**src/rtl/rnd_backoff.sv**
```systemverilog
// rnd_backoff
//
// Randomized exponential backoff timer. Each accepted start advances the
// 3-bit pseudo-random generator once and then samples its thermometer mask.
// The mask is limited to the current exponent window, which gives the slot
// count W. The block then waits W slots of SLOT_CYC cycles each and pulses
// o_done. The exponent grows by one per backoff and saturates at MAX_EXP.
// i_clear zeroes the exponent and aborts any backoff in flight.
//
// Ports:
//   Clk          in   clock, all state on posedge
//   Reset        in   synchronous, active-high
//   i_start      in   request a backoff (only honoured in IDLE)
//   i_clear      in   transfer succeeded: zero exponent, abort backoff
//   i_rnd        in   generator value (consistency check only)
//   i_rnd_termo  in   generator thermometer mask, 2^(i_rnd+1)-1
//   o_rnd_shift  out  one-cycle advance strobe to the generator
//   o_busy       out  backoff in progress (SHIFT/SAMPLE/WAIT)
//   o_done       out  one-cycle registered expiry pulse
//   o_exp        out  current exponent
//
// state  | meaning
// -------+-----------------------------------------------------------
// IDLE   | no backoff running, waiting for i_start
// SHIFT  | strobe the generator so it produces a fresh value
// SAMPLE | capture the windowed mask as slot count, bump the exponent
// WAIT   | count slots down; each slot lasts SLOT_CYC cycles

module rnd_backoff #(
    parameter int SLOT_CYC = 16,
    parameter int TMR_W    = 5,
    parameter int MAX_EXP  = 7
) (
    input  logic       Clk,
    input  logic       Reset,
    input  logic       i_start,
    input  logic       i_clear,
    input  logic [2:0] i_rnd,
    input  logic [7:0] i_rnd_termo,
    output logic       o_rnd_shift,
    output logic       o_busy,
    output logic       o_done,
    output logic [2:0] o_exp
);

    typedef enum logic [1:0] {
        ST_IDLE   = 2'd0,
        ST_SHIFT  = 2'd1,
        ST_SAMPLE = 2'd2,
        ST_WAIT   = 2'd3
    } state_t;

    localparam logic [TMR_W-1:0] TMR_RELOAD = TMR_W'(SLOT_CYC - 1);
    localparam logic [2:0]       EXP_SAT    = 3'(MAX_EXP);

    state_t           state_q, state_d;
    logic [2:0]       exp_q, exp_d;
    logic [7:0]       slots_q, slots_d;
    logic [TMR_W-1:0] tmr_q, tmr_d;
    logic             done_q, done_d;

    logic [7:0]       win_mask;
    logic [7:0]       slot_cnt;

    // thermo(e) = 2^(e+1)-1 as a right shift of an all-ones byte.
    assign win_mask = 8'hFF >> (3'd7 - exp_q);
    assign slot_cnt = i_rnd_termo & win_mask;

    always_comb begin
        state_d = state_q;
        exp_d   = exp_q;
        slots_d = slots_q;
        tmr_d   = tmr_q;
        done_d  = 1'b0;

        case (state_q)
            ST_IDLE: begin
                if (i_start && !i_clear) begin
                    state_d = ST_SHIFT;
                end
            end

            ST_SHIFT: begin
                state_d = ST_SAMPLE;
            end

            ST_SAMPLE: begin
                // Window uses the exponent before this backoff's increment.
                slots_d = slot_cnt;
                tmr_d   = TMR_RELOAD;
                if (exp_q != EXP_SAT) begin
                    exp_d = exp_q + 3'd1;
                end
                state_d = ST_WAIT;
            end

            ST_WAIT: begin
                if (tmr_q != '0) begin
                    tmr_d = tmr_q - 1'b1;
                end else if (slots_q > 8'd1) begin
                    slots_d = slots_q - 8'd1;
                    tmr_d   = TMR_RELOAD;
                end else begin
                    // Last slot finished (slots<=1 also covers a zero mask,
                    // so a misbehaving generator cannot hang the block).
                    slots_d = '0;
                    state_d = ST_IDLE;
                    done_d  = 1'b1;
                end
            end

            default: begin
                state_d = ST_IDLE;
            end
        endcase

        // Clear overrides everything above: exponent increment in SAMPLE
        // and a coincident expiry in WAIT both lose.
        if (i_clear) begin
            exp_d = '0;
            if (state_q != ST_IDLE) begin
                state_d = ST_IDLE;
                slots_d = '0;
                tmr_d   = '0;
                done_d  = 1'b0;
            end
        end
    end

    always_ff @(posedge Clk) begin
        if (Reset) begin
            state_q <= ST_IDLE;
            exp_q   <= '0;
            slots_q <= '0;
            tmr_q   <= '0;
            done_q  <= 1'b0;
        end else begin
            state_q <= state_d;
            exp_q   <= exp_d;
            slots_q <= slots_d;
            tmr_q   <= tmr_d;
            done_q  <= done_d;
        end
    end

    // The mask must match the generator value at the moment it is sampled.
    always_ff @(posedge Clk) begin
        if (!Reset && state_q == ST_SAMPLE) begin
            assert (i_rnd_termo == (8'hFF >> (3'd7 - i_rnd)));
        end
    end

    assign o_rnd_shift = (state_q == ST_SHIFT);
    assign o_busy      = (state_q != ST_IDLE);
    assign o_done      = done_q;
    assign o_exp       = exp_q;

endmodule

```
**config.mk**
```make
export PLATFORM = sky130hd
export DESIGN_NAME = rnd_backoff
export DESIGN_NICKNAME = d
export VERILOG_FILES = /design/src/rtl/rnd_backoff.sv
export SDC_FILE = /design/constraint.sdc
export NUM_CORES = 1
export LEC_CHECK = 0
export BUFFER_PORTS_ARGS = -buffer_cell sky130_fd_sc_hd__buf_2
export CAP_MARGIN = 20
export CORE_UTILIZATION = 54
export CTS_CLUSTER_SIZE = 12
export DETAILED_ROUTE_END_ITERATION = 16
export GPL_TIMING_DRIVEN = 0
export PLACE_DENSITY = 0.76
export SLEW_MARGIN = 40
export SYNTH_ARGS = -nofsm -noshare
export SYNTH_HDL_FRONTEND = slang
export SYNTH_SLANG_ARGS = --single-unit
export TNS_END_PERCENT = 20
```
**constraint.sdc**
```tcl
create_clock -name Clk -period 5 [get_ports Clk]
set_input_delay 1.25 -clock Clk [delete_from_list [all_inputs] [get_ports Clk]]
set_output_delay 1.25 -clock Clk [all_outputs]
set_load 0.01 [all_outputs]
```
==> impl_metrics.py <==
metrics = {
    "sta": {
        "slew_headroom": 0.624,
        "hold_viol_final": 0,
        "rsz0062_at_grt": "no",
        "fin_ws_ns": 2.04,
        "fin_skew_ns": 0.00845,
        "fmax_ghz": 0.338,
        "timing.hold.ws_ns": 0.541,
        "finalCritPeriodShare": 0.591,
        "finalCriticalPeriod_ns": 2.96,
        "setup_tns_ns": 0,
        "worst_pin_slew_ns": 0.559,
        "drv_slew": 0,
        "setup-violations-final": 0,
    },
    "critical_path": {
        "critPathKind": "reg2out",
        "critPathMaxFanout": 10,
        "crit_arrival_ns": 1.71,
        "start_kind": "flip-flop",
        "crit_required_ns": 3.75,
        "crit_path_end_kind": "output pin",
    },
    "placement": {
        "routabilityCongestion": 0.839,
        "place_inst": 186,
        "portBuffers": 17,
        "dp_hpwl_um": 2170,
        "dp_slack_ns": 2.43,
        "dpl-instance-area_sq_mm": 0.00128,
    },
    "clocking": {
        "clock_sinks": 19,
        "root_buffer": "clkbuf_4",
        "cts_buffer_depth": 2,
        "clkTransAtPathRegs_ns": 0.12,
        "cts_buffers": 3,
        "htreeDepth": 1,
        "cts_tree": "done",
        "cts_resized": 0,
        "hold_buffers": 0,
        "post_cts_buffers": 0,
        "clkLatencyLatePin_ns": 0.31,
    },
    "synth": {
        "syn-instance-count": 142,
        "ys_warn_count": 0,
        "synth_cell_types": 41,
        "synthFlopType": "dfxtp_1",
        "syn_nets": 165,
        "synth_edf_count": 0,
        "async_flop_share": 0,
        "yosysSeqAreaShare": 0.328,
        "syn_area_sq_mm": 0.00116,
        "ys_ff_latch": 19,
        "postSynthAreaPerCell_sq_um": 8.16,
    },
    "global_routing": {
        "grt_use_total": 0.271,
        "gr-total-overflow": 0,
        "grt_pass1_wl_um": 4970,
        "grt_pass1_vias": 1133,
        "grt_max_degree": 11,
        "antenna_found_initial": 0,
    },
    "cells_and_area": {
        "final_common_cell": "dfxtp_1",
        "fill_cells": 186,
        "num-nets-final": 187,
        "multi_input_area_sq_um": 709,
        "drive_gt1_frac": 0.172,
        "final_cell_mix": "dfxtp_1 (19), buf_2 (17), nor2_1 (14)",
        "stdcell_count": 190,
        "seqCellArea_sq_um": 380,
        "area_delta_synth_final_pct": 12.5,
        "final_cell_area_sq_mm": 0.00130,
        "diodes": 0,
    },
    "pwr": {
        "leakagePower_nw": 0.524,
        "clockPowerShare": 0.296,
        "p_switching_w": 0.0000768,
        "peakVddDrop_mv": 0.189,
        "p_comb_frac": 0.144,
        "power_frac_seq": 0.560,
        "switching_share": 0.277,
        "p_int_w": 0.000200,
        "p_per_area_mw_per_mm2": 213,
    },
    "routing": {
        "finalWirelength_um": 2890,
        "first_iter_violations": 33,
        "wl_per_cell_um": 15.2,
        "ant_nets": 0,
        "viasPerCell": 6.23,
        "vias": 1184,
        "drt-pass1-iter-count": 4,
        "drc_errors": 0,
    },
    "floorplan": {
        "die_x_um": 48.3,
        "core_area_sq_mm": 0.00198,
        "die_y_um": 48.3,
        "start_util": 0.585,
        "num_rows": 16,
        "dieArea_sq_mm": 0.00233,
        "io_pins": 21,
    },
    "run": {
        "maxCapViolCount": 0,
    },
    "run_status": {
        "status": "completed",
    },
    "hold_path": {
        "min_path_type": "reg2reg",
    },
}
[kinds of logic (layout without fill, tap and decap cells)]
| logic type | Yosys count | in the layout | share of synthesized area |
|---|---|---|---|
| AOI/OAI and AO/OA | 36 | 36 | 0.220 |
| adders and majority gates | 8 | 8 | 0.0864 |
| xor gates and xnor gates | 4 | 4 | 0.0302 |
| muxes | 2 | 2 | 0.0173 |
| buffers and inverters | 18 | 39 | 0.0594 |
| DFF | 19 | 19 | 0.328 |
| and+or+nand+nor | 55 | 55 | 0.258 |
[area by class of cell]
cell class	count	share of cell area
Multi-Input combinational cell	105	0.544
Sequential cell	19	0.292
Timing Repair Buffer	17	0.0653
Inverter	11	0.0317
Tap cell	27	0.0259
Buffer	7	0.0211
Clock buffer	4	0.0202
[Yosys cell counts (all sizes together) (2+ instances only)]
master	number	area share
dfxtp	19	0.33
nor2	14	0.045
inv	10	0.032
ha	8	0.086
nand2	8	0.026
nor3	8	0.035
clkbuf	6	0.021
a21oi	5	0.022
a31oi	5	0.027
nand3	5	0.022
o21ai	5	0.022
or2	4	0.022
or4	4	0.026
a32oi	3	0.023
nand4	3	0.016
o22ai	3	0.016
xor2	3	0.023
a21boi	2	0.013
mux2i	2	0.017
nor2b	2	0.011
nor3b	2	0.013
nor4b	2	0.015
o211ai	2	0.013
o221a	2	0.019
or4b	2	0.021
[routing by layer]
layer / global-route usage / share of wire / vias to the layer above
li1: - / - / 571
met1: 0.325 / 0.44 / 560
met2: 0.477 / 0.49 / 42
met3: 0.0346 / 0.041 / 11
met4: 0.127 / 0.028 / 0
met5: 0 / 0 / -
[through the flow]
step	power, W	util
3_5_place_dp	0.000198	0.645
6_report	0.000277	0.658
2_1_floorplan	0.000185	-
3_3_place_gp	0.000197	0.645
4_1_cts	0.000277	0.658
5_1_grt	0.000289	0.658
[flip-flops by register name, indices dropped and copies added (netlist names)]
name     count
tmr_q        5
slots_q      8
state_q      2
o_done       1
o_exp        3
[final timing paths]
path / slack [ns] / startpoint / endpoint / depth (start not counted)
setup / recovery: 2.04 / state_q[1] / o_rnd_shift / 4
setup reg to reg: 2.84 / tmr_q[0] / slots_q[6] / 7
hold / removal: 0.54 / tmr_q[4] / tmr_q[4] / 2
hold reg to reg: 0.54 / tmr_q[4] / tmr_q[4] / 2
[critical path: stages, from the launching register on]
cell and delay [ns]:
dfxtp_1 0.37, clkbuf_1 0.40, clkbuf_1 0.41, nor2_1 0.07
buf_2 0.15
[power by group through the flow]
stage / registers [W] / clock network [W] / logic [W]
final: 0.000155 / 0.0000821 / 0.0000398
after detailed placement: 0.000159 / 0 / 0.0000390
after floorplan: 0.000158 / 0 / 0.0000264
after global placement: 0.000159 / 0 / 0.0000386
after global routing: 0.000156 / 0.0000894 / 0.0000439
after CTS: 0.000155 / 0.0000824 / 0.0000394
(Power assumes the default switching activity.)
